$ cat src/rtl/hrm_iobox_pkg.sv
// Shared definitions for the HRM INBOX/OUTBOX I/O subsystem: default geometry,
// dump source selectors and bit positions inside err_flags.
package hrm_iobox_pkg;

    localparam int unsigned WIDTH_DEF  = 8;
    localparam int unsigned LGFLEN_DEF = 5;

    localparam logic DMP_INBOX  = 1'b0;
    localparam logic DMP_OUTBOX = 1'b1;

    localparam int unsigned ERR_W       = 4;
    localparam int unsigned ERR_IN_OVF  = 0;
    localparam int unsigned ERR_IN_UNF  = 1;
    localparam int unsigned ERR_OUT_OVF = 2;
    localparam int unsigned ERR_OUT_UNF = 3;

endpackage

$ cat src/rtl/hrm_iobox_if.sv
// Host/CPU side bus of the I/O box: both FIFO ports, occupancy, dump port and error flags.
interface hrm_iobox_if
    import hrm_iobox_pkg::*;
#(
    parameter int unsigned WIDTH  = WIDTH_DEF,
    parameter int unsigned LGFLEN = LGFLEN_DEF
);
    logic              host_in_wr;
    logic [WIDTH-1:0]  host_in_data;
    logic              host_in_full;
    logic              cpu_in_rd;
    logic [WIDTH-1:0]  cpu_in_data;
    logic              cpu_in_empty;
    logic              cpu_out_wr;
    logic [WIDTH-1:0]  cpu_out_wdata;
    logic              cpu_out_full;
    logic              host_out_rd;
    logic [WIDTH-1:0]  host_out_data;
    logic              host_out_empty;
    logic [LGFLEN:0]   in_count;
    logic [LGFLEN:0]   out_count;
    logic              dmp_sel;
    logic [LGFLEN-1:0] dmp_pos;
    logic [WIDTH-1:0]  dmp_data;
    logic              dmp_valid;
    logic              err_clr;
    logic [ERR_W-1:0]  err_flags;

    modport master (
        output host_in_wr, host_in_data, cpu_in_rd, cpu_out_wr, cpu_out_wdata,
               host_out_rd, dmp_sel, dmp_pos, err_clr,
        input  host_in_full, cpu_in_data, cpu_in_empty, cpu_out_full, host_out_data,
               host_out_empty, in_count, out_count, dmp_data, dmp_valid, err_flags
    );

    modport slave (
        input  host_in_wr, host_in_data, cpu_in_rd, cpu_out_wr, cpu_out_wdata,
               host_out_rd, dmp_sel, dmp_pos, err_clr,
        output host_in_full, cpu_in_data, cpu_in_empty, cpu_out_full, host_out_data,
               host_out_empty, in_count, out_count, dmp_data, dmp_valid, err_flags
    );

endinterface

$ cat src/rtl/hrm_iobox_dmp_fifo.sv
// FWFT FIFO with registered occupancy/flags, ovf/unf event pulses and a
// combinational random-access read port addressed relative to the head.
module hrm_iobox_dmp_fifo #(
    parameter int unsigned WIDTH  = 8,
    parameter int unsigned LGFLEN = 5
) (
    input  logic              clk,
    input  logic              rst_n,
    input  logic              clr,
    input  logic              wr,
    input  logic [WIDTH-1:0]  wdata,
    input  logic              rd,
    output logic [WIDTH-1:0]  rdata_c,
    output logic              full,
    output logic              empty,
    output logic [LGFLEN:0]   count,
    output logic              ovf_c,
    output logic              unf_c,
    input  logic [LGFLEN-1:0] dmp_pos,
    output logic [WIDTH-1:0]  dmp_data_c
);
    localparam int unsigned DEPTH = 1 << LGFLEN;
    localparam int unsigned CW    = LGFLEN + 1;

    logic [WIDTH-1:0]  mem [DEPTH];
    logic [LGFLEN-1:0] wr_ptr;
    logic [LGFLEN-1:0] rd_ptr;
    logic              rd_ok;
    logic              wr_ok;
    logic [CW-1:0]     count_nxt;

    // A full FIFO still accepts a write when a read frees a slot in the same cycle
    always_comb begin
        rd_ok     = rd && !empty;
        wr_ok     = wr && (!full || rd_ok);
        ovf_c     = wr && !wr_ok;
        unf_c     = rd && empty;
        count_nxt = count + CW'(wr_ok) - CW'(rd_ok);
    end

    always_ff @(posedge clk or negedge rst_n) begin
        if (!rst_n) begin
            wr_ptr <= '0;
            rd_ptr <= '0;
            count  <= '0;
            full   <= 1'b0;
            empty  <= 1'b1;
        end else if (clr) begin
            wr_ptr <= '0;
            rd_ptr <= '0;
            count  <= '0;
            full   <= 1'b0;
            empty  <= 1'b1;
        end else begin
            if (wr_ok) wr_ptr <= wr_ptr + LGFLEN'(1);
            if (rd_ok) rd_ptr <= rd_ptr + LGFLEN'(1);
            count <= count_nxt;
            full  <= (count_nxt == CW'(DEPTH));
            empty <= (count_nxt == '0);
        end
    end

    // Storage is intentionally not reset
    always_ff @(posedge clk) begin
        if (wr_ok && !clr) mem[wr_ptr] <= wdata;
    end

    assign rdata_c    = mem[rd_ptr];
    assign dmp_data_c = mem[rd_ptr + dmp_pos];

endmodule

$ cat src/rtl/hrm_iobox.sv
// HRM CPU I/O box: INBOX (host->CPU) and OUTBOX (CPU->host) FIFOs with a
// registered debug dump port and sticky overflow/underflow flags.
module hrm_iobox
    import hrm_iobox_pkg::*;
#(
    parameter int unsigned WIDTH  = WIDTH_DEF,
    parameter int unsigned LGFLEN = LGFLEN_DEF
) (
    input  logic         clk,
    input  logic         i_rst_n,
    input  logic         i_clr,
    hrm_iobox_if.slave   io
);
    logic              in_ovf;
    logic              in_unf;
    logic              out_ovf;
    logic              out_unf;
    logic [WIDTH-1:0]  in_dmp;
    logic [WIDTH-1:0]  out_dmp;
    logic [LGFLEN:0]   sel_count;
    logic [WIDTH-1:0]  sel_data;
    logic              dmp_hit;
    logic [ERR_W-1:0]  err_ev;

    hrm_iobox_dmp_fifo #(.WIDTH(WIDTH), .LGFLEN(LGFLEN)) u_inbox (
        .clk        (clk),
        .rst_n      (i_rst_n),
        .clr        (i_clr),
        .wr         (io.host_in_wr),
        .wdata      (io.host_in_data),
        .rd         (io.cpu_in_rd),
        .rdata_c    (io.cpu_in_data),
        .full       (io.host_in_full),
        .empty      (io.cpu_in_empty),
        .count      (io.in_count),
        .ovf_c      (in_ovf),
        .unf_c      (in_unf),
        .dmp_pos    (io.dmp_pos),
        .dmp_data_c (in_dmp)
    );

    hrm_iobox_dmp_fifo #(.WIDTH(WIDTH), .LGFLEN(LGFLEN)) u_outbox (
        .clk        (clk),
        .rst_n      (i_rst_n),
        .clr        (i_clr),
        .wr         (io.cpu_out_wr),
        .wdata      (io.cpu_out_wdata),
        .rd         (io.host_out_rd),
        .rdata_c    (io.host_out_data),
        .full       (io.cpu_out_full),
        .empty      (io.host_out_empty),
        .count      (io.out_count),
        .ovf_c      (out_ovf),
        .unf_c      (out_unf),
        .dmp_pos    (io.dmp_pos),
        .dmp_data_c (out_dmp)
    );

    // Dump source select and error event gathering
    always_comb begin
        sel_count = (io.dmp_sel == DMP_INBOX) ? io.in_count : io.out_count;
        sel_data  = (io.dmp_sel == DMP_INBOX) ? in_dmp : out_dmp;
        dmp_hit   = ({1'b0, io.dmp_pos} < sel_count);
        err_ev              = '0;
        err_ev[ERR_IN_OVF]  = in_ovf;
        err_ev[ERR_IN_UNF]  = in_unf;
        err_ev[ERR_OUT_OVF] = out_ovf;
        err_ev[ERR_OUT_UNF] = out_unf;
    end

    // A new event wins over a simultaneous err_clr
    always_ff @(posedge clk or negedge i_rst_n) begin
        if (!i_rst_n) begin
            io.dmp_valid <= 1'b0;
            io.dmp_data  <= '0;
            io.err_flags <= '0;
        end else if (i_clr) begin
            io.dmp_valid <= 1'b0;
            io.dmp_data  <= '0;
            io.err_flags <= '0;
        end else begin
            io.dmp_valid <= dmp_hit;
            io.dmp_data  <= dmp_hit ? sel_data : '0;
            io.err_flags <= (io.err_clr ? '0 : io.err_flags) | err_ev;
        end
    end

endmodule

$ cat src/flat_wrapper.sv
// flat-port wrapper written by rule: the top's interface ports become plain ports
module hrm_iobox_flat import hrm_iobox_pkg::*;
#(
    parameter int unsigned WIDTH  = WIDTH_DEF,
    parameter int unsigned LGFLEN = LGFLEN_DEF
)
  (clk, i_rst_n, i_clr, io_host_in_wr, io_host_in_data, io_cpu_in_rd, io_cpu_out_wr, io_cpu_out_wdata, io_host_out_rd, io_dmp_sel, io_dmp_pos, io_err_clr, io_host_in_full, io_cpu_in_data, io_cpu_in_empty, io_cpu_out_full, io_host_out_data, io_host_out_empty, io_in_count, io_out_count, io_dmp_data, io_dmp_valid, io_err_flags);
  hrm_iobox_if #(.WIDTH(WIDTH), .LGFLEN(LGFLEN)) io_i ();
  input  logic clk;
  input  logic i_rst_n;
  input  logic i_clr;
  input wire logic [$bits(io_i.host_in_wr)-1:0] io_host_in_wr;
  input wire logic [$bits(io_i.host_in_data)-1:0] io_host_in_data;
  input wire logic [$bits(io_i.cpu_in_rd)-1:0] io_cpu_in_rd;
  input wire logic [$bits(io_i.cpu_out_wr)-1:0] io_cpu_out_wr;
  input wire logic [$bits(io_i.cpu_out_wdata)-1:0] io_cpu_out_wdata;
  input wire logic [$bits(io_i.host_out_rd)-1:0] io_host_out_rd;
  input wire logic [$bits(io_i.dmp_sel)-1:0] io_dmp_sel;
  input wire logic [$bits(io_i.dmp_pos)-1:0] io_dmp_pos;
  input wire logic [$bits(io_i.err_clr)-1:0] io_err_clr;
  output wire logic [$bits(io_i.host_in_full)-1:0] io_host_in_full;
  output wire logic [$bits(io_i.cpu_in_data)-1:0] io_cpu_in_data;
  output wire logic [$bits(io_i.cpu_in_empty)-1:0] io_cpu_in_empty;
  output wire logic [$bits(io_i.cpu_out_full)-1:0] io_cpu_out_full;
  output wire logic [$bits(io_i.host_out_data)-1:0] io_host_out_data;
  output wire logic [$bits(io_i.host_out_empty)-1:0] io_host_out_empty;
  output wire logic [$bits(io_i.in_count)-1:0] io_in_count;
  output wire logic [$bits(io_i.out_count)-1:0] io_out_count;
  output wire logic [$bits(io_i.dmp_data)-1:0] io_dmp_data;
  output wire logic [$bits(io_i.dmp_valid)-1:0] io_dmp_valid;
  output wire logic [$bits(io_i.err_flags)-1:0] io_err_flags;
  assign io_i.host_in_wr = io_host_in_wr;
  assign io_i.host_in_data = io_host_in_data;
  assign io_i.cpu_in_rd = io_cpu_in_rd;
  assign io_i.cpu_out_wr = io_cpu_out_wr;
  assign io_i.cpu_out_wdata = io_cpu_out_wdata;
  assign io_i.host_out_rd = io_host_out_rd;
  assign io_i.dmp_sel = io_dmp_sel;
  assign io_i.dmp_pos = io_dmp_pos;
  assign io_i.err_clr = io_err_clr;
  assign io_host_in_full = io_i.host_in_full;
  assign io_cpu_in_data = io_i.cpu_in_data;
  assign io_cpu_in_empty = io_i.cpu_in_empty;
  assign io_cpu_out_full = io_i.cpu_out_full;
  assign io_host_out_data = io_i.host_out_data;
  assign io_host_out_empty = io_i.host_out_empty;
  assign io_in_count = io_i.in_count;
  assign io_out_count = io_i.out_count;
  assign io_dmp_data = io_i.dmp_data;
  assign io_dmp_valid = io_i.dmp_valid;
  assign io_err_flags = io_i.err_flags;
  hrm_iobox #(.WIDTH(WIDTH), .LGFLEN(LGFLEN)) u_core (.clk(clk), .i_rst_n(i_rst_n), .i_clr(i_clr), .io(io_i));
endmodule
$ cat config.mk
export PLATFORM = sky130hd
export DESIGN_NAME = hrm_iobox_flat
export DESIGN_NICKNAME = d
export VERILOG_FILES = /design/src/rtl/hrm_iobox_pkg.sv /design/src/rtl/hrm_iobox_if.sv /design/src/rtl/hrm_iobox_dmp_fifo.sv /design/src/rtl/hrm_iobox.sv /design/src/flat_wrapper.sv
export SDC_FILE = /design/constraint.sdc
export NUM_CORES = 1
export LEC_CHECK = 0
export BUFFER_PORTS_ARGS = -buffer_cell sky130_fd_sc_hd__buf_2
export CAP_MARGIN = 0
export CORE_MARGIN = 1.5
export CORE_UTILIZATION = 45
export CTS_CLUSTER_DIAMETER = 50
export DETAILED_ROUTE_END_ITERATION = 12
export GPL_TIMING_DRIVEN = 0
export PLACE_DENSITY = 0.58
export SYNTH_ARGS = -nofsm -noshare
export SYNTH_HDL_FRONTEND = slang
export SYNTH_HIERARCHICAL = 1
export SYNTH_SLANG_ARGS = --single-unit
$ cat constraint.sdc
create_clock -name clk -period 3.4 [get_ports clk]
set_input_delay 0.68 -clock clk [delete_from_list [all_inputs] [get_ports clk]]
set_output_delay 0.68 -clock clk [all_outputs]
set_load 0.05 [all_outputs]
==> results.txt, run 1 <==
starting density of the core - 45.50%
layout cells sized above 1 - 42.18%
crit path capture type - output pin
post-DR wirelength/cell - 31.76 µm
CP peak stage delay - 0.54 ns
TritonCTS buffer count - 74
register bit count reported by yosys - 561
core area - 59020 µm²
WL final - 76160 µm
final period utilization - 110.4%
syn nets - 1452
post-route ant nets - 0
Leak Pwr - 10.59 nW
Setup CP Type - reg -> out
Pre-antenna DRT Iters - 5
clock buffer depth - 3
CTS tree - built
clock skew - 0.01385 ns
post-synth top area share - 57.25%
die width - 247.3 µm
cell breakdown of the critical path - clkbuf_16 > clkbuf_16 > mux4_2 > mux4_2 > mux2_4 > buf_6
final worst slack - -0.3552 ns
RSZ-0062 raised after global routing - true
CP Max Fanout - 6
top_reg_cell synth - edfxtp_1
WP data arrival - 3.08 ns
slowest cell on the critical path - mux4_2
Power Dens Cells - 649.1 nW/µm²
vias in the first global route - 14990
Worst Setup Start Kind - register
Netlist cell types - 43
Initial DRC Count - 1811
Worst path top cell family by delay - multiplexers
synth warn - 6
Most Crowded Layer GR - met2
failing checks - negative setup slack
Required @ worst endpoint - 2.72 ns
VDD IR-drop max - 0.5464 mV
multi-input logic area - 10130 µm²
Port Buf Inserts - 73
Worst-Margin Slew - 1.142 ns
Final Hold Vio Count - 0
die area - 61150 µm²
Clock Pin Slew Worst Setup and Hold Paths - 0.05 ns
root buffer cell - clkbuf_16
final worst path period need - 3.755 ns
DP HPWL - 50950 µm
Synth-to-Final Area Change - 19.05%
Mean Syn Cell Area - 19.40 µm²
fin nets - 1632
Area contributors post-synth - edfxtp_1, mux4_2, dfrtp_1
initial antenna violation count - 1
post-synthesis async set-or-reset flop share - 8.734%
placed cell areas - 28190 µm²
final setup violation count - 16
Slew Limit Fails - 0
met2 GRT Util - 38.28%
Rows - 89
post-synth top area cell - edfxtp_1
worst hold path class - in -> async
first-pass GRT wire length - 106900 µm
status - finished, violations left
register area share after synthesis - 61.83%
DR vias - 15330
I/O Pins - 75
hold buffer count at CTS - 0
Fillers - 4617
storage element area - 16610 µm²
Max Cap Viol - 0
grt met3 use - 4.395%
Finished Cell Area - 31970 µm²
Post-Place Worst Slack - -1.481 ns
CP bufs+invs - 3
EDFF count, synth - 512
gp weighted congestion - 0.8679
final non-filler cell total - 2398
Post-route DRC - 0
H-tree Lvls - 3
grt total ovfl - 0
clock sink count - 561
largest net degree at the start of global routing - 50
worst rel slew slack - 23.88%
drt via density - 6.394
total power - 0.02075 W
f_max - 266.3 MHz
die height - 247.3 µm
Placed Instances - 2230
GRT Overall Usage - 25.17%
met1 GRT Util - 37.58%
synthesized area - 26850 µm²
Clock Latency Late Sink - 0.61 ns
Post-Syn Instances - 1384
-- registers in the layout (all words and copies together), names as in the netlist --
| register | flops |
|---|---|
| u_core/io.dmp_valid | 1 |
| u_core/u_inbox/wr_ptr | 5 |
| u_core/u_outbox/full | 1 |
| u_core/u_inbox/rd_ptr | 5 |
| u_core/io.dmp_data | 8 |
| u_core/u_outbox/empty | 1 |
| u_core/u_outbox/wr_ptr | 5 |
| u_core/u_outbox/count | 6 |
| u_core/u_inbox/full | 1 |
| u_core/u_inbox/count | 6 |
| u_core/io.err_flags | 4 |
| u_core/u_inbox/mem | 256 |
| u_core/u_outbox/rd_ptr | 5 |
| u_core/u_outbox/mem | 256 |
| u_core/u_inbox/empty | 1 |
-- path summary, 6_finish.rpt --
path	startpoint	end	slack (ns)	depth (start not counted)
min in group clk	i_clr	u_core/io.dmp_data[7]	0.43	3
hold reg to reg	u_core/io.err_flags[2]	u_core/io.err_flags[2]	0.51	2
setup reg to reg	u_core/u_inbox/rd_ptr[0]	u_core/io.dmp_data[5]	0.03	12
max in group asynchronous	i_rst_n	u_core/u_outbox/rd_ptr[1]	2.32	1
hold / removal	i_rst_n	u_core/u_inbox/count[5]	0.30	1
setup / recovery	u_core/u_inbox/rd_ptr[0]	io_cpu_in_data[6]	-0.36	6
-- synth_stat cells, drive strengths merged, types with 5 or more instances --
cell / n
xor2: 20
ha: 34
o41ai: 8
a221oi: 16
nand2: 28
inv: 23
clkbuf: 39
nand4: 8
buf: 50
mux4: 288
mux2: 49
or3: 10
edfxtp: 512
nor2b: 5
nand3b: 6
a21oi: 20
nor2: 105
xnor2: 16
dfrtp: 47
mux2i: 45
a21o: 6
o22ai: 16
-- per-layer routing --
metal,vias to the layer above,wire (µm)
met2,744,35250
met4,0,1637
met5,-,0
li1,6203,-
met1,8288,32330
met3,97,6950
-- stage by stage --
stage	utilization, %	TNS, ns	hold WS, ns
CTS	53.37	-4.620	0.3097
global route	54.16	-5.384	0.3917
finish	54.17	-4.716	0.3012
floorplan	-	0	0.3844
global placement	47.76	-30.94	0.4896
detailed placement	47.76	-39.66	0.4960
-- final cells by class --
class,count,share of cell area [%]
flip-flops and latches,561,51.95
well taps,773,3.025
clock buffers,92,6.203
plain buffers,88,2.849
inverters,23,0.2700
repair buffers,105,2.732
diodes,1,0.007827
clock inverters,44,1.264
multi-input cells,711,31.70
-- what timing repair did --
item / 4_1_cts / 5_1_grt
setup buffers: 13 / 13
gates resized for setup: 200 / 66
setup endpoints to repair: 24 / 39
gates cloned: 3 / 5
pin swaps: 1 / 5
-- kinds of logic (layout without fill, tap and decap cells) --
group,after synthesis,in the layout,share of synthesized area (%)
AO/OA/AOI/OAI,72,72,1.962
XOR/XNOR,36,36,1.174
adder cells (fa/ha/maj),38,38,1.882
buffers and inverters,112,352,2.185
flip-flops,561,561,61.83
multiplexers,382,382,27.90
other,0,1,0
AND/OR/NAND/NOR,183,183,3.070
-- power breakdown --
group | switching (W) | internal (W)
clock network | 0.00303 | 0.00450
logic | 0.00301 | 0.00236
registers | 0.000151 | 0.00770
-- cell usage in the layout, fill, tap and decap left out, types with 7 or more instances in the layout --
master / instances
o41ai_1: 7
nor2_1: 101
buf_4: 32
mux4_2: 288
mux2_4: 16
ha_1: 34
inv_1: 23
mux2i_2: 16
clkbuf_1: 26
clkbuf_2: 9
mux2i_1: 25
o22ai_2: 7
xnor2_1: 12
buf_12: 17
clkbuf_16: 82
clkinv_2: 13
clkinv_1: 7
dfrtp_1: 43
or3_1: 10
nand4_1: 8
clkbuf_8: 9
mux2_1: 14
a21oi_1: 18
buf_8: 7
buf_6: 32
a221oi_2: 9
mux2_2: 19
buf_2: 62
nand2_1: 24
edfxtp_1: 512
xor2_1: 20
No activity file was read; power rests on OpenSTA's default activity.
==> run 2, diff against run 1 <==
Settings changed: CORE_UTILIZATION 45 to 55, PLACE_DENSITY 0.58 to 0.69.
==> results.txt, run 2 (synthesis results as in run 1) <==
status - finished, violations left
failing checks - negative setup slack
grt total ovfl - 0
Clock Pin Slew Worst Setup and Hold Paths - 0.06 ns
crit path capture type - output pin
fin nets - 1637
crit path to - io_cpu_in_data[1]
die height - 224.0 µm
GRT Overall Usage - 29.05%
final worst path period need - 3.690 ns
commonest non-fill, non-tap cell in the layout - edfxtp_1
post-DR wirelength/cell - 32.16 µm
worst reg2reg endpoint - u_core/io.dmp_data[7]
H-tree Lvls - 2
clock sink count - 561
drt via density - 6.778
CTS tree - built
Finished Cell Area - 31750 µm²
sequential power share - 38.5%
hold buffer count at CTS - 0
Synth-to-Final Area Change - 18.23%
CP peak stage delay - 0.56 ns
Worst-Margin Slew - 1.142 ns
worst rel slew slack - 23.86%
Pint - 0.01454 W
WP data arrival - 3.01 ns
post-route ant nets - 0
placed cell areas - 27990 µm²
Comb pwr share - 26.5%
root buffer cell - clkbuf_16
final hold slack - 0.2719 ns
layout cells sized above 1 - 42.74%
DP HPWL - 48630 µm
clock skew - 0.02719 ns
DR vias - 15150
largest net degree at the start of global routing - 50
die area - 50160 µm²
CP Max Fanout - 10
most frequent cells in the layout - edfxtp_1, mux4_2, nor2_1, clkbuf_16, buf_2
vias in the first global route - 15260
Setup CP Type - reg -> out
core area - 47950 µm²
I/O Pins - 75
met2 GRT Util - 50.07%
die width - 224.0 µm
met1 GRT Util - 37.89%
Leak Pwr - 10.58 nW
Post-route DRC - 0
gp weighted congestion - 0.8747
Most Crowded Layer GR - met2
r2r setup slk - -0.01 ns
Final Util - 66.22%
TritonCTS buffer count - 60
grt met3 use - 4.945%
Clk network pwr share - 35.0%
Power Dens Cells - 643.1 nW/µm²
starting density of the core - 56.01%
worst hold path class - in -> async
f_max - 271.0 MHz
largest registers - u_core/u_inbox/mem x256, u_core/u_outbox/mem x256, u_core/io.dmp_data x8
Required @ worst endpoint - 2.72 ns
final setup violation count - 19
R2R depth - 14
Slew Limit Fails - 0
total power - 0.02042 W
Port Buf Inserts - 73
clock buffer depth - 3
WL final - 71890 µm
Final Hold Vio Count - 0
Worst Setup Start Kind - register
Clock Latency Late Sink - 0.64 ns
Sw Share - 28.77%
first-pass GRT wire length - 102700 µm
Crit. Startpoint - u_core/u_inbox/rd_ptr[0]
RSZ-0062 raised after global routing - true
sw power - 0.005875 W
VDD IR-drop max - 0.5222 mV
slowest cell on the critical path - mux4_2
Initial DRC Count - 1565
worst reg2reg startpoint - u_core/u_outbox/rd_ptr[0]
cell breakdown of the critical path - buf_12 > buf_12 > mux4_2 > mux4_2 > mux2_2 > buf_6
Rows - 80
final period utilization - 108.5%
Pre-antenna DRT Iters - 7
initial antenna violation count - 4
Max Cap Viol - 0
final worst slack - -0.2902 ns
-- run 2: per-stage QoR --
step / setup slack, ns / TNS, ns / instances
floorplan: 0.1576 / 0 / 1384
finish: -0.2902 / -4.101 / 2235
global placement: -1.276 / -19.51 / 2072
CTS: -0.3258 / -4.587 / 2203
detailed placement: -1.343 / -21.31 / 2072
global route: -0.3333 / -4.943 / 2234
-- run 2: layout make-up --
type | count | area [µm²]
Sequential cell | 561 | 16610
Clock inverter | 40 | 595.6
Antenna cell | 1 | 2.502
Timing Repair Buffer | 124 | 1046
Buffer | 88 | 897.1
Inverter | 23 | 86.33
Tap cell | 615 | 769.5
Fill cell | 3146 | 16200
Multi-Input combinational cell | 711 | 10180
Clock buffer | 72 | 1568
-- run 2: worst min path at each step --
stage                           start                  endpoint  slack (ns)  cells past startpoint
2_1_floorplan                 i_rst_n     u_core/io.dmp_data[0]        0.38                      0
4_1_cts                       i_rst_n  u_core/u_outbox/count[1]        0.28                      1
3_5_place_dp   u_core/io.err_flags[0]    u_core/io.err_flags[0]        0.51                      2
6_report                      i_rst_n  u_core/u_outbox/count[1]        0.27                      1
5_1_grt                       i_rst_n  u_core/u_outbox/count[0]        0.36                      1
3_3_place_gp   u_core/io.err_flags[3]    u_core/io.err_flags[3]        0.49                      2
-- run 2: power by group through the flow --
stage	clock network, W	registers, W	logic (W)
after global routing	0.00749	0.00787	0.00565
after floorplan	0	0.00831	0.00286
after global placement	0	0.00799	0.00450
final	0.00715	0.00786	0.00542
after detailed placement	0	0.00800	0.00455
after CTS	0.00723	0.00786	0.00501
-- run 2: layer usage --
layer / vias to the layer above / part of all wire [%]
li1: 6223 / -
met1: 8100 / 37
met2: 705 / 52
met3: 118 / 7.5
met4: 2 / 3.1
met5: - / 0.015
-- run 2: what timing repair did --
action	CTS	global route
gates cloned	3	2
pin swaps	0	9
endpoints found under the setup margin	24	25
buffers inserted	17	32
gates resized for setup	178	112
-- run 2: worst max-delay path, delay by kind of cell, from the launching register on --
family	cells	cell delay, ns
buf+inv	3	0.53
flops	1	0.46
mux	3	1.39
==> run 3, diff against run 2 <==
Settings changed: CTS_BUF_LIST set to sky130_fd_sc_hd__clkbuf_2.
==> results.txt, run 3 (synthesis results as in run 1) <==
cell breakdown of the critical path - buf_12 > buf_12 > mux4_2 > mux4_2 > mux2_4 > buf_6
drt via density - 6.601
root buffer cell - clkbuf_2
Comb pwr share - 29.5%
failing checks - negative setup slack
Final Hold Vio Count - 0
sequential power share - 43.4%
Initial DRC Count - 1567
Pint - 0.01227 W
die width - 224.0 µm
post-route ant nets - 0
Finished Cell Area - 31060 µm²
Synth-to-Final Area Change - 15.68%
Slew Limit Fails - 0
final setup violation count - 16
clock skew - 0.05472 ns
CP peak stage delay - 0.55 ns
critical path depth in cells - 6
layout cells sized above 1 - 45.41%
worst hold path class - in -> async
Pre-antenna DRT Iters - 5
DP HPWL - 48630 µm
Clock Pin Slew Worst Setup and Hold Paths - 0.10 ns
Rows - 80
commonest non-fill, non-tap cell in the layout - edfxtp_1
fin nets - 1743
gp weighted congestion - 0.8747
R2R depth - 13
Required @ worst endpoint - 2.72 ns
WL final - 72520 µm
I/O Pins - 75
most frequent cells in the layout - edfxtp_1, mux4_2, clkbuf_2, nor2_1, buf_2
Worst path top cell family by delay - multiplexers
Clk network pwr share - 27.1%
core area - 47950 µm²
Max Cap Viol - 0
CP Max Fanout - 10
clock buffer depth - 3
DR vias - 15810
final worst path period need - 4.362 ns
clock sink count - 561
setup tns final - -14.90 ns
VDD IR-drop max - 0.4045 mV
Worst Setup Start Kind - register
largest net degree at the start of global routing - 50
grt total ovfl - 0
initial antenna violation count - 5
Worst-Margin Slew - 1.161 ns
Port Buf Inserts - 73
f_max - 229.2 MHz
RSZ-0062 raised after global routing - true
Post-route DRC - 0
Clock Latency Late Sink - 1.33 ns
crit path capture type - output pin
GRT Overall Usage - 29.83%
Sw Share - 32.07%
post-DR wirelength/cell - 30.28 µm
worst rel slew slack - 22.60%
H-tree Lvls - 4
CP bufs+invs - 3
status - finished, violations left
vias in the first global route - 15940
die height - 224.0 µm
final period utilization - 128.3%
placed cell areas - 27990 µm²
slowest cell on the critical path - mux4_2
WP data arrival - 3.68 ns
final worst slack - -0.9622 ns
Setup CP Type - reg -> out
TritonCTS buffer count - 145
starting density of the core - 56.01%
CTS tree - built
total power - 0.01807 W
first-pass GRT wire length - 104700 µm
die area - 50160 µm²
Leak Pwr - 10.65 nW
sw power - 0.005793 W
Post-Place Worst Slack - -1.343 ns
Power Dens Cells - 581.6 nW/µm²
largest registers - u_core/u_inbox/mem x256, u_core/u_outbox/mem x256, u_core/io.dmp_data x8
[run 3: final timing paths]
check / start / end / slack [ns]
min: i_rst_n / u_core/io.dmp_data[0] / 0.15
max reg2reg: u_core/u_inbox/rd_ptr[0] / u_core/io.dmp_data[1] / 0.04
min reg2reg: u_core/io.err_flags[2] / u_core/io.err_flags[2] / 0.53
min in group clk: i_clr / u_core/io.dmp_data[0] / 0.30
max: u_core/u_inbox/rd_ptr[0] / io_cpu_in_data[7] / -0.96
max in group asynchronous: i_rst_n / u_core/u_inbox/rd_ptr[0] / 2.46
[run 3: layer usage]
| layer | track usage (%) | vias to the layer above | part of all wire [%] |
|---|---|---|---|
| li1 | - | 6503 | - |
| met1 | 38.36 | 8401 | 38 |
| met3 | 6.204 | 116 | 7.5 |
| met4 | 11.49 | 4 | 2.6 |
| met5 | 0 | - | 0.041 |
| met2 | 50.32 | 786 | 52 |
[run 3: layout make-up]
cell class | count | area, µm²
Antenna cell | 3 | 7.507
Buffer | 88 | 922.1
Clock buffer | 215 | 1076
Clock inverter | 34 | 315.3
Fill cell | 3340 | 16880
Inverter | 23 | 86.33
Multi-Input combinational cell | 711 | 10050
Sequential cell | 561 | 16610
Tap cell | 615 | 769.5
Timing Repair Buffer | 145 | 1234
[run 3: power by group through the flow]
stage / registers, W / clock network [W] / logic [W]
6_report: 0.00784 / 0.00490 / 0.00532
5_1_grt: 0.00786 / 0.00534 / 0.00557
4_1_cts: 0.00784 / 0.00501 / 0.00506
3_5_place_dp: 0.00800 / 0 / 0.00455
3_3_place_gp: 0.00799 / 0 / 0.00450
2_1_floorplan: 0.00831 / 0 / 0.00286
[run 3: per-stage QoR]
stage                     hold WS, ns  std cells  util (%)
after global routing           0.1469       2395     64.79
after global placement         0.4935       2072     58.38
final                          0.1529       2395     64.79
after CTS                     0.03236       2373     63.84
after floorplan                0.3844       1384         -
after detailed placement       0.5051       2072     58.38
[run 3: what timing repair did]
item                                    in CTS  in global routing
resized for setup                          179                 86
buffers inserted                            20                 20
hold buffers                                29                  0
pin swaps                                    1                  7
endpoints found under the setup margin      24                 25
endpoints found under the hold margin      597                  0
gates cloned                                 3                  2
